File: src/rtl/ex_mem_branch_stage_pkg.sv
// Shared pipeline widths and the EX/MEM control bundle for the word-addressed pipeline.
package ex_mem_branch_stage_pkg;

    localparam int unsigned PIPE_ADDR_W = 32;
    localparam int unsigned REG_IDX_W   = 5;
    localparam int unsigned DATA_W      = 32;

    typedef struct packed {
        logic mem_read;
        logic mem_write;
        logic reg_write;
        logic mem_to_reg;
    } ex_mem_ctrl_t;

    // A squashed or bubble slot must never carry live side-effecting control.
    function automatic ex_mem_ctrl_t gate_ctrl(input ex_mem_ctrl_t ctrl, input logic valid);
        ex_mem_ctrl_t res;
        res.mem_read   = ctrl.mem_read   & valid;
        res.mem_write  = ctrl.mem_write  & valid;
        res.reg_write  = ctrl.reg_write  & valid;
        res.mem_to_reg = ctrl.mem_to_reg & valid;
        return res;
    endfunction

endpackage

File: src/rtl/ex_mem_branch_stage_if.sv
// EX-side inputs and EX/MEM register outputs of the branch stage, bundled as one interface.
interface ex_mem_branch_stage_if
    import ex_mem_branch_stage_pkg::*;
#(
    parameter int unsigned ADDR_W = PIPE_ADDR_W
);
    logic                 stall;
    logic                 flush;
    logic                 in_valid;
    logic [ADDR_W-1:0]    pc_next;
    logic [DATA_W-1:0]    shift_imm;
    logic [DATA_W-1:0]    alu_result;
    logic                 alu_zero;
    logic [DATA_W-1:0]    rt_data;
    logic [REG_IDX_W-1:0] write_reg;
    logic                 branch_eq;
    logic                 branch_ne;
    logic                 mem_read;
    logic                 mem_write;
    logic                 reg_write;
    logic                 mem_to_reg;

    logic                 out_valid;
    logic [ADDR_W-1:0]    branch_target;
    logic                 pcsrc;
    logic                 squash_upstream;
    logic [DATA_W-1:0]    alu_result_q;
    logic [DATA_W-1:0]    rt_data_q;
    logic [REG_IDX_W-1:0] write_reg_q;
    logic                 mem_read_q;
    logic                 mem_write_q;
    logic                 reg_write_q;
    logic                 mem_to_reg_q;

    modport master (
        output stall, flush, in_valid, pc_next, shift_imm, alu_result, alu_zero,
               rt_data, write_reg, branch_eq, branch_ne,
               mem_read, mem_write, reg_write, mem_to_reg,
        input  out_valid, branch_target, pcsrc, squash_upstream, alu_result_q,
               rt_data_q, write_reg_q, mem_read_q, mem_write_q, reg_write_q, mem_to_reg_q
    );

    modport slave (
        input  stall, flush, in_valid, pc_next, shift_imm, alu_result, alu_zero,
               rt_data, write_reg, branch_eq, branch_ne,
               mem_read, mem_write, reg_write, mem_to_reg,
        output out_valid, branch_target, pcsrc, squash_upstream, alu_result_q,
               rt_data_q, write_reg_q, mem_read_q, mem_write_q, reg_write_q, mem_to_reg_q
    );

endinterface

File: src/rtl/ex_mem_branch_stage_branch_squash_ctr.sv
// Stretches a one-cycle taken-branch pulse into a SQUASH_CYCLES-long kill of IF/ID/EX.
module branch_squash_ctr #(
    parameter int unsigned SQUASH_CYCLES = 3
) (
    input  logic clk,
    input  logic reset,
    input  logic pcsrc_i,
    input  logic stall_i,
    output logic squash_upstream_o
);

    localparam logic [2:0] RELOAD = 3'(SQUASH_CYCLES - 1);

    logic [2:0] cnt_q;
    logic [2:0] cnt_d;

    // The pcsrc cycle itself is the first squash cycle, so the counter covers the remainder.
    always_comb begin
        cnt_d = cnt_q;
        if (pcsrc_i) begin
            cnt_d = RELOAD;
        end else if ((cnt_q != 3'd0) && !stall_i) begin
            cnt_d = cnt_q - 3'd1;
        end
    end

    always_ff @(posedge clk) begin
        if (reset) begin
            cnt_q <= 3'd0;
        end else begin
            cnt_q <= cnt_d;
        end
    end

    assign squash_upstream_o = pcsrc_i | (cnt_q != 3'd0);

endmodule

File: src/rtl/ex_mem_branch_stage.sv
// EX-stage branch resolution and EX/MEM pipeline register with multi-cycle upstream squash.
module ex_mem_branch_stage
    import ex_mem_branch_stage_pkg::*;
#(
    parameter int unsigned SQUASH_CYCLES = 3,
    parameter int unsigned ADDR_W        = PIPE_ADDR_W
) (
    input  logic                 clk,
    input  logic                 reset,
    ex_mem_branch_stage_if.slave bus
);

    logic                 squash;
    logic                 eff_valid;
    logic                 taken_c;
    logic [ADDR_W-1:0]    target_c;
    ex_mem_ctrl_t         ctrl_in;

    logic                 valid_q,  valid_d;
    logic                 pcsrc_q,  pcsrc_d;
    logic [ADDR_W-1:0]    target_q, target_d;
    logic [DATA_W-1:0]    alu_q,    alu_d;
    logic [DATA_W-1:0]    rt_q,     rt_d;
    logic [REG_IDX_W-1:0] wr_q,     wr_d;
    ex_mem_ctrl_t         ctrl_q,   ctrl_d;

    // The EX instruction is younger than any branch already in MEM, so squash kills it here.
    always_comb begin
        eff_valid = bus.in_valid & ~squash;
        target_c  = bus.pc_next + bus.shift_imm[ADDR_W-1:0];
        taken_c   = eff_valid & ((bus.branch_eq & bus.alu_zero) |
                                 (bus.branch_ne & ~bus.alu_zero));
        ctrl_in.mem_read   = bus.mem_read;
        ctrl_in.mem_write  = bus.mem_write;
        ctrl_in.reg_write  = bus.reg_write;
        ctrl_in.mem_to_reg = bus.mem_to_reg;
    end

    // Flush beats stall; pcsrc is a pulse and is cleared on anything but a fresh load.
    always_comb begin
        valid_d  = valid_q;
        pcsrc_d  = 1'b0;
        target_d = target_q;
        alu_d    = alu_q;
        rt_d     = rt_q;
        wr_d     = wr_q;
        ctrl_d   = ctrl_q;
        if (bus.flush) begin
            valid_d = 1'b0;
            ctrl_d  = '0;
        end else if (!bus.stall) begin
            valid_d  = eff_valid;
            pcsrc_d  = taken_c;
            target_d = target_c;
            alu_d    = bus.alu_result;
            rt_d     = bus.rt_data;
            wr_d     = bus.write_reg;
            ctrl_d   = gate_ctrl(ctrl_in, eff_valid);
        end
    end

    always_ff @(posedge clk) begin
        if (reset) begin
            valid_q  <= 1'b0;
            pcsrc_q  <= 1'b0;
            target_q <= '0;
            alu_q    <= '0;
            rt_q     <= '0;
            wr_q     <= '0;
            ctrl_q   <= '0;
        end else begin
            valid_q  <= valid_d;
            pcsrc_q  <= pcsrc_d;
            target_q <= target_d;
            alu_q    <= alu_d;
            rt_q     <= rt_d;
            wr_q     <= wr_d;
            ctrl_q   <= ctrl_d;
        end
    end

    branch_squash_ctr #(
        .SQUASH_CYCLES(SQUASH_CYCLES)
    ) u_squash (
        .clk              (clk),
        .reset            (reset),
        .pcsrc_i          (pcsrc_q),
        .stall_i          (bus.stall),
        .squash_upstream_o(squash)
    );

    assign bus.out_valid       = valid_q;
    assign bus.pcsrc           = pcsrc_q;
    assign bus.branch_target   = target_q;
    assign bus.squash_upstream = squash;
    assign bus.alu_result_q    = alu_q;
    assign bus.rt_data_q       = rt_q;
    assign bus.write_reg_q     = wr_q;
    assign bus.mem_read_q      = ctrl_q.mem_read;
    assign bus.mem_write_q     = ctrl_q.mem_write;
    assign bus.reg_write_q     = ctrl_q.reg_write;
    assign bus.mem_to_reg_q    = ctrl_q.mem_to_reg;

endmodule
File: src/flat_wrapper.sv
// flat-port wrapper written by rule: the top's interface ports become plain ports
module ex_mem_branch_stage_flat import ex_mem_branch_stage_pkg::*;
#(
    parameter int unsigned SQUASH_CYCLES = 3,
    parameter int unsigned ADDR_W        = PIPE_ADDR_W
)
  (clk, reset, bus_stall, bus_flush, bus_in_valid, bus_pc_next, bus_shift_imm, bus_alu_result, bus_alu_zero, bus_rt_data, bus_write_reg, bus_branch_eq, bus_branch_ne, bus_mem_read, bus_mem_write, bus_reg_write, bus_mem_to_reg, bus_out_valid, bus_branch_target, bus_pcsrc, bus_squash_upstream, bus_alu_result_q, bus_rt_data_q, bus_write_reg_q, bus_mem_read_q, bus_mem_write_q, bus_reg_write_q, bus_mem_to_reg_q);
  ex_mem_branch_stage_if #(.ADDR_W(ADDR_W)) bus_i ();
  input  logic clk;
  input  logic reset;
  input wire logic [$bits(bus_i.stall)-1:0] bus_stall;
  input wire logic [$bits(bus_i.flush)-1:0] bus_flush;
  input wire logic [$bits(bus_i.in_valid)-1:0] bus_in_valid;
  input wire logic [$bits(bus_i.pc_next)-1:0] bus_pc_next;
  input wire logic [$bits(bus_i.shift_imm)-1:0] bus_shift_imm;
  input wire logic [$bits(bus_i.alu_result)-1:0] bus_alu_result;
  input wire logic [$bits(bus_i.alu_zero)-1:0] bus_alu_zero;
  input wire logic [$bits(bus_i.rt_data)-1:0] bus_rt_data;
  input wire logic [$bits(bus_i.write_reg)-1:0] bus_write_reg;
  input wire logic [$bits(bus_i.branch_eq)-1:0] bus_branch_eq;
  input wire logic [$bits(bus_i.branch_ne)-1:0] bus_branch_ne;
  input wire logic [$bits(bus_i.mem_read)-1:0] bus_mem_read;
  input wire logic [$bits(bus_i.mem_write)-1:0] bus_mem_write;
  input wire logic [$bits(bus_i.reg_write)-1:0] bus_reg_write;
  input wire logic [$bits(bus_i.mem_to_reg)-1:0] bus_mem_to_reg;
  output wire logic [$bits(bus_i.out_valid)-1:0] bus_out_valid;
  output wire logic [$bits(bus_i.branch_target)-1:0] bus_branch_target;
  output wire logic [$bits(bus_i.pcsrc)-1:0] bus_pcsrc;
  output wire logic [$bits(bus_i.squash_upstream)-1:0] bus_squash_upstream;
  output wire logic [$bits(bus_i.alu_result_q)-1:0] bus_alu_result_q;
  output wire logic [$bits(bus_i.rt_data_q)-1:0] bus_rt_data_q;
  output wire logic [$bits(bus_i.write_reg_q)-1:0] bus_write_reg_q;
  output wire logic [$bits(bus_i.mem_read_q)-1:0] bus_mem_read_q;
  output wire logic [$bits(bus_i.mem_write_q)-1:0] bus_mem_write_q;
  output wire logic [$bits(bus_i.reg_write_q)-1:0] bus_reg_write_q;
  output wire logic [$bits(bus_i.mem_to_reg_q)-1:0] bus_mem_to_reg_q;
  assign bus_i.stall = bus_stall;
  assign bus_i.flush = bus_flush;
  assign bus_i.in_valid = bus_in_valid;
  assign bus_i.pc_next = bus_pc_next;
  assign bus_i.shift_imm = bus_shift_imm;
  assign bus_i.alu_result = bus_alu_result;
  assign bus_i.alu_zero = bus_alu_zero;
  assign bus_i.rt_data = bus_rt_data;
  assign bus_i.write_reg = bus_write_reg;
  assign bus_i.branch_eq = bus_branch_eq;
  assign bus_i.branch_ne = bus_branch_ne;
  assign bus_i.mem_read = bus_mem_read;
  assign bus_i.mem_write = bus_mem_write;
  assign bus_i.reg_write = bus_reg_write;
  assign bus_i.mem_to_reg = bus_mem_to_reg;
  assign bus_out_valid = bus_i.out_valid;
  assign bus_branch_target = bus_i.branch_target;
  assign bus_pcsrc = bus_i.pcsrc;
  assign bus_squash_upstream = bus_i.squash_upstream;
  assign bus_alu_result_q = bus_i.alu_result_q;
  assign bus_rt_data_q = bus_i.rt_data_q;
  assign bus_write_reg_q = bus_i.write_reg_q;
  assign bus_mem_read_q = bus_i.mem_read_q;
  assign bus_mem_write_q = bus_i.mem_write_q;
  assign bus_reg_write_q = bus_i.reg_write_q;
  assign bus_mem_to_reg_q = bus_i.mem_to_reg_q;
  ex_mem_branch_stage #(.SQUASH_CYCLES(SQUASH_CYCLES), .ADDR_W(ADDR_W)) u_core (.clk(clk), .reset(reset), .bus(bus_i));
endmodule
File: config.mk
export PLATFORM = sky130hd
export DESIGN_NAME = ex_mem_branch_stage_flat
export DESIGN_NICKNAME = d
export VERILOG_FILES = /design/src/rtl/ex_mem_branch_stage_pkg.sv /design/src/rtl/ex_mem_branch_stage_if.sv /design/src/rtl/ex_mem_branch_stage_branch_squash_ctr.sv /design/src/rtl/ex_mem_branch_stage.sv /design/src/flat_wrapper.sv
export SDC_FILE = /design/constraint.sdc
export NUM_CORES = 1
export LEC_CHECK = 0
export ABC_AREA = 0
export CORE_ASPECT_RATIO = 0.75
export CORE_MARGIN = 1.5
export CORE_UTILIZATION = 47
export CTS_CLUSTER_SIZE = 24
export DETAILED_ROUTE_END_ITERATION = 10
export DONT_BUFFER_PORTS = 1
export GPL_ROUTABILITY_DRIVEN = 0
export GPL_TIMING_DRIVEN = 0
export HOLD_SLACK_MARGIN = 0.15
export SYNTH_ARGS = -nofsm -noshare
export SYNTH_HDL_FRONTEND = slang
export SYNTH_HIERARCHICAL = 1
export SYNTH_SLANG_ARGS = --single-unit
File: constraint.sdc
create_clock -name clk -period 3 [get_ports clk]
set_input_delay 0 -clock clk [delete_from_list [all_inputs] [get_ports clk]]
set_output_delay 0 -clock clk [all_outputs]
set_load 0.05 [all_outputs]
Word level (Yosys, flattened, before mapping)
Cells that the tools add are included.
Widths: inputs -> output; s select.
{"block": "totals", "inputBits": 145, "out_inout_bits": 108, "reg_bits": 110}
{"block": "op_classes", "add_sub_neg": 2, "bitwise_logic": 14, "muxes": 2, "reduce_logical": 8}
{"cell": "$add 32x32->32", "n": 1}
{"cell": "$and 1x1->1", "n": 8}
{"cell": "$mux 2", "n": 2}
{"cell": "$not 1->1", "n": 4}
{"cell": "$reduce_or 2->1", "n": 2}
{"cell": "$reduce_bool 3->1", "n": 1}
{"cell": "$reduce_or 3->1", "n": 1}
{"cell": "$sub 3x1->3 const B", "n": 1}
{"cell": "$or 1x1->1", "n": 2}
{"cell": "$reduce_and 2->1", "n": 1}
{"cell": "$reduce_bool 2->1", "n": 1}
{"cell": "$logic_and 1x1->1", "n": 1}
{"cell": "$logic_not 1->1", "n": 1}

Depth between registers and ports, before layout
Gate-level depths: netlist of the first run.
{"block": "depth", "ltp_word": 5, "ltp_mapped": 10, "depth_no_buf": 10}

By module
The synthesis of the first run kept the hierarchy.
{"mod": "ex_mem_branch_stage", "n_inst": 1, "seq_area_each_um2": 2142.1, "area_each_um2": 5408.9, "cells_per_inst": 696}
{"mod": "branch_squash_ctr", "n_inst": 1, "seq_area_each_um2": 60.1, "area_each_um2": 173.9, "cells_per_inst": 20}

Least setup slack after synthesis of the first run
Ideal clock, no wire load.
{"block": "synth_timing", "path_kind": "input-to-reg", "start": "input port bus_pc_next[0]", "end": "register u_core.target_q[24], in the netlist u_core/bus.branch_target[24]", "slack_ns": 0.762, "setup_ns": 0.120, "t_arrival_ns": 2.118, "stages": 10, "path_cell_list": "ha_1 -> fa_1 -> a21oi_1 -> o21ai_1 -> a2111o_1 -> a31oi_1 -> o31ai_2 -> a21boi_0 -> or4_1 -> nand3_1"}
{"block": "synth_via", "elab_chain_cells": 1}
{"item": "start: declaration", "line_no": "flat_wrapper.sv:14", "text": "input wire logic [$bits(bus_i.pc_next)-1:0] bus_pc_next;"}
{"item": "$add 32x32->32", "line_no": "ex_mem_branch_stage.sv:30", "text": "target_c = bus.pc_next + bus.shift_imm[ADDR_W-1:0];"}
{"item": "end signal: assignment", "line_no": "ex_mem_branch_stage.sv:74", "text": "target_q <= target_d;"}
{"item": "end: declaration", "line_no": "ex_mem_branch_stage.sv:21", "text": "logic [ADDR_W-1:0] target_q, target_d;"}
No other way between the ends.
A chain may end at the register's enable or synchronous reset.

Worst setup path after layout of the first run
{"block": "layout_timing", "start": "input port bus_shift_imm[4]", "end": "register u_core.target_q[31], in the netlist u_core/bus.branch_target[31]"}
{"block": "layout_via", "elab_chain_cells": 1}
{"item": "start: declaration", "line_no": "flat_wrapper.sv:15", "text": "input wire logic [$bits(bus_i.shift_imm)-1:0] bus_shift_imm;"}
{"item": "$add 32x32->32", "line_no": "ex_mem_branch_stage.sv:30"}
No other way between the ends.

==> summary.md, run 1 <==
| Metric | Value |
|---|---|
| Least-Margin Pin Slew | 750 ps |
| Yosys warns | 6 |
| Share of the synthesized area in the top cell type | 39.4% |
| Post-Syn Instances | 716 |
| Commonest cells in the netlist | 195 x nand2_1, 129 x a21oi_1, 110 x dfxtp_1, 40 x clkbuf_1, 33 x ha_1 |
| CTS tree | done |
| Reg-to-reg slack, setup | 280 ps |
| Row cnt | 34 |
| Synth-to-Final Area Change | 32.5% |
| CTS max path bufs | 2 |
| RSZ-0062 raised after global routing | no |
| Layout cells sized above 1 | 3.02% |
| Sw Pwr | 1450 µW |
| GR Util All Layers | 28.7% |
| Via density | 5.63 |
| Initial Utilization | 48.2% |
| Clock Sinks | 110 |
| Clock transition at the registers of the reported paths | 70 ps |
| Number of max-slew violations in the final report | 0 |
| H-tree depth | 3 |
| DIE AREA | 0.0125 mm² |
| Asr flop ratio synth | 0% |
| Critical Path RT | 3190 ps |
| Area of the core | 0.0116 mm² |
| Synth Net Count | 895 |
| Clock power frac | 30.0% |
| Sequential area share after synthesis | 39.4% |
| Die height | 97.4 µm |
| Leakage | 0.00289 µW |
| HPWL after detailed placement | 12.7 mm |
| Fin util | 63.9% |
| Seq pwr share | 47.4% |
| Top cells by area, synth | dfxtp_1 39%, nand2_1 13%, a21oi_1 12%, ha_1 7.4%, a21o_1 3.1% |
| Worst-Skew Late Latency | 350 ps |
| Period utilization | 93.8% |
| Global-route wire length before repair | 28.5 mm |
| Sw Share | 36.3% |
| Crit path DAT | 3010 ps |
| CTS root buf | clkbuf_16 |
| Via count | 5763 |
| Maximum fanout along the worst path | 5 |
| Initial DRC count | 339 |
| Total CTS buffers | 9 |
| Worst Setup Path Type | in2reg |
| Worst vdd ir | 0.305 mV |
| Vias in the first global route | 5624 |
| Critical Path End Type | flip-flop |
| Seq cells post-synth | 110 |
| Worst setup SP type | input port |
| Netlist cell types | 56 |
| Final layout net count | 1036 |
| PortBufs | 0 |
| EDFF count, synth | 0 |
| Post-Syn Area | 0.00558 mm² |
| I/O pin total | 253 |
| Fmax | 0.355 GHz |
| DR DRC count | 0 |
| Initial antenna violation count | 0 |
| Post-CTS setup buffers | 0 |
| Largest net degree at the start of global routing | 22 |
| Post-Route WL | 18.1 mm |
| Pre-Repair DR Iteration Count | 6 |
| Biggest area consumer among synthesized cells | dfxtp_1 |
| CP max stage cell | dlygate4sd3_1 |
| Int Power | 2540 µW |
| Slew HR | 50.0% |
| WL/cell | 17.6 µm |
| Grt ovf | 0 |
| Most numerous cell in the Yosys netlist | nand2_1 |
| MaxCap Viol Count | 0 |
| Setup tns final | 0 ps |
| Combinational power share | 22.6% |
| Crit path time final | 2810 ps |
| Max incr delay on CP | 550 ps |
| Total chip power | 3990 µW |
| Fin. Hold Viols | 0 |
| Hold Path Class | in2reg |
| Sequence of cells on the critical path | dlygate4sd3_1 > ha_1 > nand4_1 > a311o_1 > and3b_2 > o2111ai_2 > nand4_1 > nand3_1 > dlygate4sd3_1 > a311oi_1 |
| PwrDens | 539 mW/mm² |
| Chip Width | 129 µm |
| Antenna cells | 0 |
| Synth Flop Type | dfxtp_1 |
| Syn avg cell area | 7.80 µm² |
| Final setup violation count | 0 |
| Final ANT Viol Nets | 0 |
| Worst clock skew | 3.43 ps |
| Status | finished clean |
| Hold WS | 178 ps |
[sequential cells by signal, indices dropped and copies added, names as in the netlist]
name,cells
u_core/bus.alu_result_q,32
u_core/bus.branch_target,32
u_core/bus.mem_read_q,1
u_core/bus.mem_to_reg_q,1
u_core/bus.mem_write_q,1
u_core/bus.out_valid,1
u_core/bus.pcsrc,1
u_core/bus.reg_write_q,1
u_core/bus.rt_data_q,32
u_core/bus.write_reg_q,5
u_core/u_squash/cnt_q,3
[stage by stage]
| stage | cells | area (µm²) | setup slack, ps |
|---|---|---|---|
| global route | 1024 | 7400 | 4.10 |
| finish | 1024 | 7400 | 187 |
| CTS | 1024 | 7390 | 142 |
| floorplan | 716 | 5580 | 762 |
| global placement | 878 | 5790 | 468 |
| detailed placement | 878 | 5790 | 443 |
[timing repair]
action,4_1_cts,5_1_grt
hold endpoints to repair,99,0
gates resized for setup,0,2
endpoints found under the setup margin,0,1
hold buffers,130,0
[layer usage]
metal / vias to the layer above / track usage [%] / wire length [µm]
li1: 2788 / - / -
met1: 2682 / 37.2 / 7970
met2: 266 / 47.6 / 8290
met3: 27 / 6.88 / 1460
met4: 0 / 7.87 / 330
met5: - / 0 / 0
[worst max-delay path, delay by kind of cell]
family,cells,cell delay [ps]
buffers and inverters,2,1100
AND/OR/NAND/NOR,4,750
AO/OA/AOI/OAI,3,800
adder cells (fa/ha/maj),1,360
[cell usage in the layout (no fill, tap or decap), types with 3 or more instances in the layout]
| cell type | instances |
|---|---|
| nand2_1 | 195 |
| dlygate4sd3_1 | 130 |
| a21oi_1 | 129 |
| dfxtp_1 | 110 |
| clkbuf_1 | 40 |
| ha_1 | 33 |
| a21o_1 | 23 |
| nor2_1 | 20 |
| nand3_1 | 16 |
| xnor2_1 | 12 |
| inv_1 | 11 |
| nand3b_1 | 10 |
| o21ai_0 | 10 |
| clkbuf_16 | 9 |
| nand4_1 | 9 |
| xor2_1 | 7 |
| o21bai_1 | 6 |
| a211oi_1 | 6 |
| and3_1 | 5 |
| nor2b_1 | 5 |
| or4_1 | 5 |
| o21a_1 | 4 |
| or3_1 | 4 |
| nand4b_1 | 4 |
| a22o_1 | 4 |
| o21ai_1 | 3 |
| a211o_1 | 3 |
| nor3_1 | 3 |
[logic make-up after synthesis]
group | Yosys count | share of synthesized area, %
AOI/OAI and AO/OA | 213 | 23.4
xor gates and xnor gates | 19 | 2.98
adders and majority gates | 34 | 7.75
buffers and inverters | 54 | 3.63
DFF | 110 | 39.4
muxes | 2 | 0.359
and+or+nand+nor | 284 | 22.4
[layout make-up]
class | count | area [µm²]
inverters | 12 | 45.0
repair buffers | 130 | 1300
flip-flops and latches | 110 | 2200
well taps | 162 | 203
clock buffers | 9 | 225
multi-input cells | 552 | 3190
fillers | 1021 | 4170
plain buffers | 42 | 158
clock inverters | 7 | 80.1
[power groups by stage]
stage	logic (µW)	registers, µW	clock network, µW
floorplan	562	1900	0
global placement	681	1920	0
detailed placement	702	1930	0
CTS	874	1890	1230
global route	993	1900	1270
finish	901	1890	1200
[worst paths after layout]
path,start,end,depth (start not counted)
setup / recovery,bus_shift_imm[4],u_core/bus.branch_target[31],10
hold reg to reg,u_core/u_squash/cnt_q[0],u_core/u_squash/cnt_q[0],2
hold / removal,bus_pc_next[29],u_core/bus.branch_target[30],3
setup reg to reg,u_core/bus.pcsrc,u_core/bus.mem_read_q,6
No activity file was read; power rests on OpenSTA's default activity.
==> inputs of run 2 (changes only) <==
==> constraint.sdc (replaced) <==
create_clock -name clk -period 3 [get_ports clk]
set_input_delay 0 -clock clk [delete_from_list [all_inputs] [get_ports clk]]
set_output_delay 0 -clock clk [all_outputs]
set_load 0.02 [all_outputs]
==> run 2 against run 1 <==
Clock power about the same. First-iteration DRC count rose by 2.9%. Clock-buffer cell count unchanged. Critical path depth is the same.
==> summary.md, run 2 (same netlist as run 1, synthesis figures left out) <==
| Metric | Value |
|---|---|
| Status | finished clean |
| Slew HR | 48.6% (-1.4 points) |
| Antenna cells | 0 (unchanged) |
| Critical Path End Type | flip-flop |
| Crit path DAT | 3020 ps (about the same) |
| Seq pwr share | 45.2% (-2.2 points) |
| Initial Utilization | 48.2% (unchanged) |
| Clock power frac | 31.7% (+1.7 points) |
| Crit path time final | 2820 ps (+5.77 ps) |
| Met1 WL | 7.94 mm (-0.35%) |
| Pre-Repair DR Iteration Count | 5 (-1) |
| Synth-to-Final Area Change | 32.5% (unchanged) |
| Least-Margin Pin Slew | 771 ps (+21.3 ps) |
| Max Used Layer | met4 |
| CP top delay family | buffers and inverters |
| Hold Path Class | in2reg |
| Combinational power share | 23.0% (+0.4 points) |
| Global-route wire length before repair | 28.5 mm (unchanged) |
| CTS tree | done |
| Worst setup SP type | input port |
| Commonest non-fill, non-tap cells in the layout | 195 x nand2_1, 130 x dlygate4sd3_1, 129 x a21oi_1 |
| Routed wl met3 | 1.52 mm (+3.9%) |
| I/O pin total | 253 (unchanged) |
| Final worst slack | 181 ps (-5.77 ps) |
| Final layout net count | 1036 (unchanged) |
| Max incr delay on CP | 550 ps (about the same) |
| Routed wl met2 | 8.24 mm (-0.59%) |
| Multi-input logic area | 0.00319 mm² (unchanged) |
| Fmax | 0.355 GHz (-0.20%) |
| Fill count | 1021 (unchanged) |
| Final ANT Viol Nets | 0 (unchanged) |
| Fin. Hold Viols | 0 (unchanged) |
| H-tree depth | 3 (unchanged) |
| GR Util All Layers | 28.7% (unchanged) |
| Grt ovf | 0 (unchanged) |
| DR DRC count | 0 (unchanged) |
| Row cnt | 34 (unchanged) |
| Total CTS buffers | 9 (unchanged) |
| Clock Sinks | 110 (unchanged) |
| Worst Setup Path Type | in2reg |
| WL/cell | 17.7 µm (+0.12%) |
| HPWL after detailed placement | 12.7 mm (unchanged) |
| Most common cell after layout, fill and taps aside | nand2_1 |
| Worst-Skew Late Latency | 350 ps (about the same) |
| Leakage | 0.00289 µW (unchanged) |
| Worst vdd ir | 0.302 mV (-1.3%) |
| Fin util | 63.9% (unchanged) |
| Largest net degree at the start of global routing | 22 (unchanged) |
| Post-Route WL | 18.1 mm (+0.12%) |
| MaxCap Viol Count | 0 (unchanged) |
| Placed insts | 878 (unchanged) |
| Initial DRC count | 349 (+2.9%) |
| Post-CTS setup buffers | 0 (unchanged) |
| Sw Pwr | 1250 µW (-14%) |
| Sequence of cells on the critical path | dlygate4sd3_1 > ha_1 > nand4_1 > a311o_1 > and3b_2 > o2111ai_2 > nand4_1 > nand3_1 > dlygate4sd3_1 > a311oi_1 |
| Sw Share | 33.0% (-3.3 points) |
| Setup tns final | 0 ps (unchanged) |
| Initial antenna violation count | 0 (unchanged) |
| CP max stage cell | dlygate4sd3_1 |
| PortBufs | 0 (unchanged) |
| Hold WS | 174 ps (-3.93 ps) |
| Layout cells sized above 1 | 3.02% (unchanged) |
| CTS root buf | clkbuf_16 |
| Fin cells | 1024 (unchanged) |
| RSZ-0062 raised after global routing | no |
| Number of max-slew violations in the final report | 0 (unchanged) |
| Worst clock skew | 4.20 ps (+0.766 ps) |
| Critical Path RT | 3200 ps (about the same) |
| CTS max path bufs | 2 (unchanged) |
| Period utilization | 94.0% (+0.19 points) |
| Chip Width | 129 µm (unchanged) |
| PwrDens | 512 mW/mm² (-4.9%) |
| Clock transition at the registers of the reported paths | 70 ps (about the same) |
| Die height | 97.4 µm (unchanged) |
| Vias in the first global route | 5624 (unchanged) |
| Maximum fanout along the worst path | 5 (unchanged) |
| CP bufs+invs | 2 (unchanged) |
| Via count | 5771 (+0.14%) |
| Area of the core | 0.0116 mm² (unchanged) |
| DIE AREA | 0.0125 mm² (unchanged) |
| Via density | 5.64 (+0.14%) |
| Pre-CTS setup slack | 443 ps (unchanged) |
| FF+latch area | 0.00220 mm² (unchanged) |
| Int Power | 2540 µW (about the same) |
| Final setup violation count | 0 (unchanged) |
run 2: cell counts in the layout (fill, tap and decap cells not counted):
No cell type changed its count.
run 2: path summary, 6_finish.rpt:
check                                 end                     start  slack (ps)  cells after the start
max          u_core/bus.branch_target[31]          bus_shift_imm[4]         180                     10
min          u_core/bus.branch_target[30]           bus_pc_next[29]         170                      3
max reg2reg              u_core/bus.pcsrc  u_core/u_squash/cnt_q[0]         510                      9
min reg2reg      u_core/u_squash/cnt_q[0]  u_core/u_squash/cnt_q[0]         510                      2
run 2: tightest hold or removal path, cell delays in order:
cell	delay (ps)
ha_1	230
a211o_1	160
o211ai_1	80
run 2: final cells by class:
class | count | area share (%)
multi-input cells | 552 | 43.1
inverters | 12 | 0.609
flip-flops and latches | 110 | 29.8
plain buffers | 42 | 2.13
clock buffers | 9 | 3.04
well taps | 162 | 2.74
repair buffers | 130 | 17.6
clock inverters | 7 | 1.08
run 2: timing repair:
item	CTS	global route
gates resized for setup	0	2
hold buffers	130	0
endpoints found under the hold margin	99	0
endpoints found under the setup margin	0	1
run 2: per-layer routing:
metal	GRT usage [%]	vias to the layer above
met5	0	-
li1	-	2792
met4	7.87	0
met1	37.2	2675
met2	47.6	272
met3	6.88	32
run 2: through the flow:
stage | instance area, µm² | total power, µW
after floorplan | 5580 | 2260
final | 7400 | 3790
after global routing | 7400 | 3960
after global placement | 5790 | 2400
after detailed placement | 5790 | 2430
after CTS | 7390 | 3800
run 2: power by group through the flow:
stage	clock network [µW]	logic, µW	registers, µW
5_1_grt	1270	965	1730
6_report	1200	873	1720
3_3_place_gp	0	654	1750
2_1_floorplan	0	535	1720
4_1_cts	1230	846	1720
3_5_place_dp	0	674	1750
==> inputs of run 3 (changes only) <==
==> constraint.sdc (replaced) <==
create_clock -name clk -period 2.45 [get_ports clk]
set_input_delay 0 -clock clk [delete_from_list [all_inputs] [get_ports clk]]
set_output_delay 0 -clock clk [all_outputs]
set_load 0.02 [all_outputs]
==> run 3 against run 2 <==
Clock skew is essentially flat. Global-route usage shrank 0.33 points. Worst setup slack lost 53 ps. Final cell count shrank 1.1%. Hold slack lost 6.2 ps. First-iteration DRC count shrank 6.9%. Core utilization shrank 0.80 points. Non-clock buffer count shrank 11. Via count shrank 1.2%. Flip-flop and latch count is the same. Critical path depth is the same. Critical path type unchanged. Critical endpoint unchanged. Largest power group unchanged.
==> summary.md, run 3 (same netlist as run 1, synthesis figures left out) <==
| Metric | Value |
|---|---|
| Status | finished clean |
| I/O pin total | 253 (unchanged) |
| Via density | 5.63 (-0.18%) |
| Synth-to-Final Area Change | 30.9% |
| Final ANT Viol Nets | 0 (unchanged) |
| Slew HR | 47.9% (-0.69 points) |
| Total CTS buffers | 9 (unchanged) |
| Layout cells sized above 1 | 3.53% (+0.51 points) |
| Vias in the first global route | 5547 (-1.4%) |
| Row cnt | 34 (unchanged) |
| DIE AREA | 0.0125 mm² (unchanged) |
| Critical path depth | 10 (unchanged) |
| H-tree depth | 3 (unchanged) |
| Final layout net count | 1025 (-1.1%) |
| MaxCap Viol Count | 0 (unchanged) |
| Worst setup SP type | input port |
| Final setup violation count | 0 (unchanged) |
| Least-Margin Pin Slew | 782 ps (+10.3 ps) |
| Critical Path End Type | flip-flop |
| Crit path DAT | 2520 ps (-500 ps) |
| Number of max-slew violations in the final report | 0 (unchanged) |
| CP max stage cell | dlygate4sd3_1 |
| Chip Width | 129 µm (unchanged) |
| Initial Utilization | 48.2% (unchanged) |
| Pre-Repair DR Iteration Count | 5 (unchanged) |
| PortBufs | 0 (unchanged) |
| Fill count | 1034 (+1.3%) |
| Die height | 97.4 µm (unchanged) |
| Commonest non-fill, non-tap cells in the layout | 195 x nand2_1, 127 x a21oi_1, 119 x dlygate4sd3_1 |
| Post-Route WL | 17.9 mm (-1.0%) |
| CP bufs+invs | 1 (-1) |
| CTS tree | done |
| Area of the core | 0.0116 mm² (unchanged) |
| HPWL after detailed placement | 12.7 mm (unchanged) |
| Largest net degree at the start of global routing | 22 (unchanged) |
| Via count | 5699 (-1.2%) |
| PwrDens | 635 mW/mm² (+24%) |
| GR Util All Layers | 28.4% (-0.33 points) |
| Maximum fanout along the worst path | 4 (-1) |
| Fmax | 0.431 GHz |
| Global-route wire length before repair | 28.1 mm (-1.2%) |
| Hold Path Class | in2reg |
| Max incr delay on CP | 550 ps (about the same) |
| Leakage | 0.00285 µW (-1.4%) |
| Critical Path RT | 2650 ps (-550 ps) |
| Crit path top cell by count | nand4_1 |
| Worst vdd ir | 0.369 mV (+22%) |
| Sequence of cells on the critical path | ha_1 > a21o_1 > nand4_1 > a311o_1 > and3b_1 > o2111ai_2 > nand4_1 > nand3_1 > dlygate4sd3_1 > a311oi_1 |
| Worst clock skew | 3.83 ps (-0.369 ps) |
| Most common cell after layout, fill and taps aside | nand2_1 |
| R2R depth | 9 (unchanged) |
| Grt ovf | 0 (unchanged) |
| CP top delay family | compound AO/OA/AOI/OAI gates |
| Worst Setup Path Type | in2reg |
| Initial DRC count | 325 (-6.9%) |
| Clock transition at the registers of the reported paths | 70 ps (about the same) |
| Fin. Hold Viols | 0 (unchanged) |
| Antenna cells | 0 (unchanged) |
| Crit path time final | 2320 ps |
| DR DRC count | 0 (unchanged) |
| WL/cell | 17.7 µm (about the same) |
| Worst-Skew Late Latency | 350 ps (about the same) |
| CTS root buf | clkbuf_16 |
| CTS max path bufs | 2 (unchanged) |
| Initial antenna violation count | 0 (unchanged) |
| Fin util | 63.1% (-0.80 points) |
| Hold Crit Depth | 3 (unchanged) |
| Period utilization | 94.8% |
| Clock Sinks | 110 (unchanged) |
| Setup tns final | 0 ps (unchanged) |
-- run 3: path summary, 6_finish.rpt --
kind	startpoint	to	slack, ps
worst max-delay path	bus_pc_next[1]	u_core/bus.branch_target[31]	130
worst min-delay path	bus_shift_imm[10]	u_core/bus.branch_target[10]	170
worst min register to register	u_core/u_squash/cnt_q[0]	u_core/u_squash/cnt_q[0]	510
worst max register to register	u_core/u_squash/cnt_q[0]	u_core/bus.mem_read_q	190
-- run 3: through the flow --
stage          std cells  total power (µW)  setup WS (ps)  hold slack, ps  area [µm²]
2_1_floorplan        716              2770            212            72.8        5580
3_3_place_gp         878              2940          -82.3            75.6        5790
3_5_place_dp         878              2970           -107            80.1        5790
4_1_cts             1013              4630           69.0             155        7280
5_1_grt             1013              4850          -2.79             203        7310
6_report            1013              4640            128             168        7310
-- run 3: layout make-up --
type | count | area, µm² | share of cell area [%]
inverters | 12 | 45.0 | 0.616
clock inverters | 7 | 80.1 | 1.10
clock buffers | 9 | 225 | 3.08
flip-flops and latches | 110 | 2200 | 30.1
plain buffers | 42 | 158 | 2.16
multi-input cells | 552 | 3200 | 43.8
well taps | 162 | 203 | 2.77
repair buffers | 119 | 1190 | 16.3
-- run 3: power by group --
group	leakage, µW	internal (µW)	switching [µW]
registers	0.000899	1900	200
logic	0.00181	480	587
clock network	0.000145	726	745
-- run 3: per-layer routing --
layer	global-route usage [%]	vias to the layer above	routed length, µm
met5	0	-	0
met3	6.55	32	1330
li1	-	2764	-
met4	7.61	0	365
met1	36.7	2656	7970
met2	47.3	247	8230
-- run 3: worst min-delay path: cells and delay by family --
family                   cells  cell delay [ps]
AO/OA/AOI/OAI                2              190
adder cells (fa/ha/maj)      1              280
-- run 3: what timing repair did --
action	in CTS	in global routing
hold endpoints to repair	99	0
resized for setup	0	6
endpoints found under the setup margin	0	7
setup buffers	0	0
hold buffers	119	0
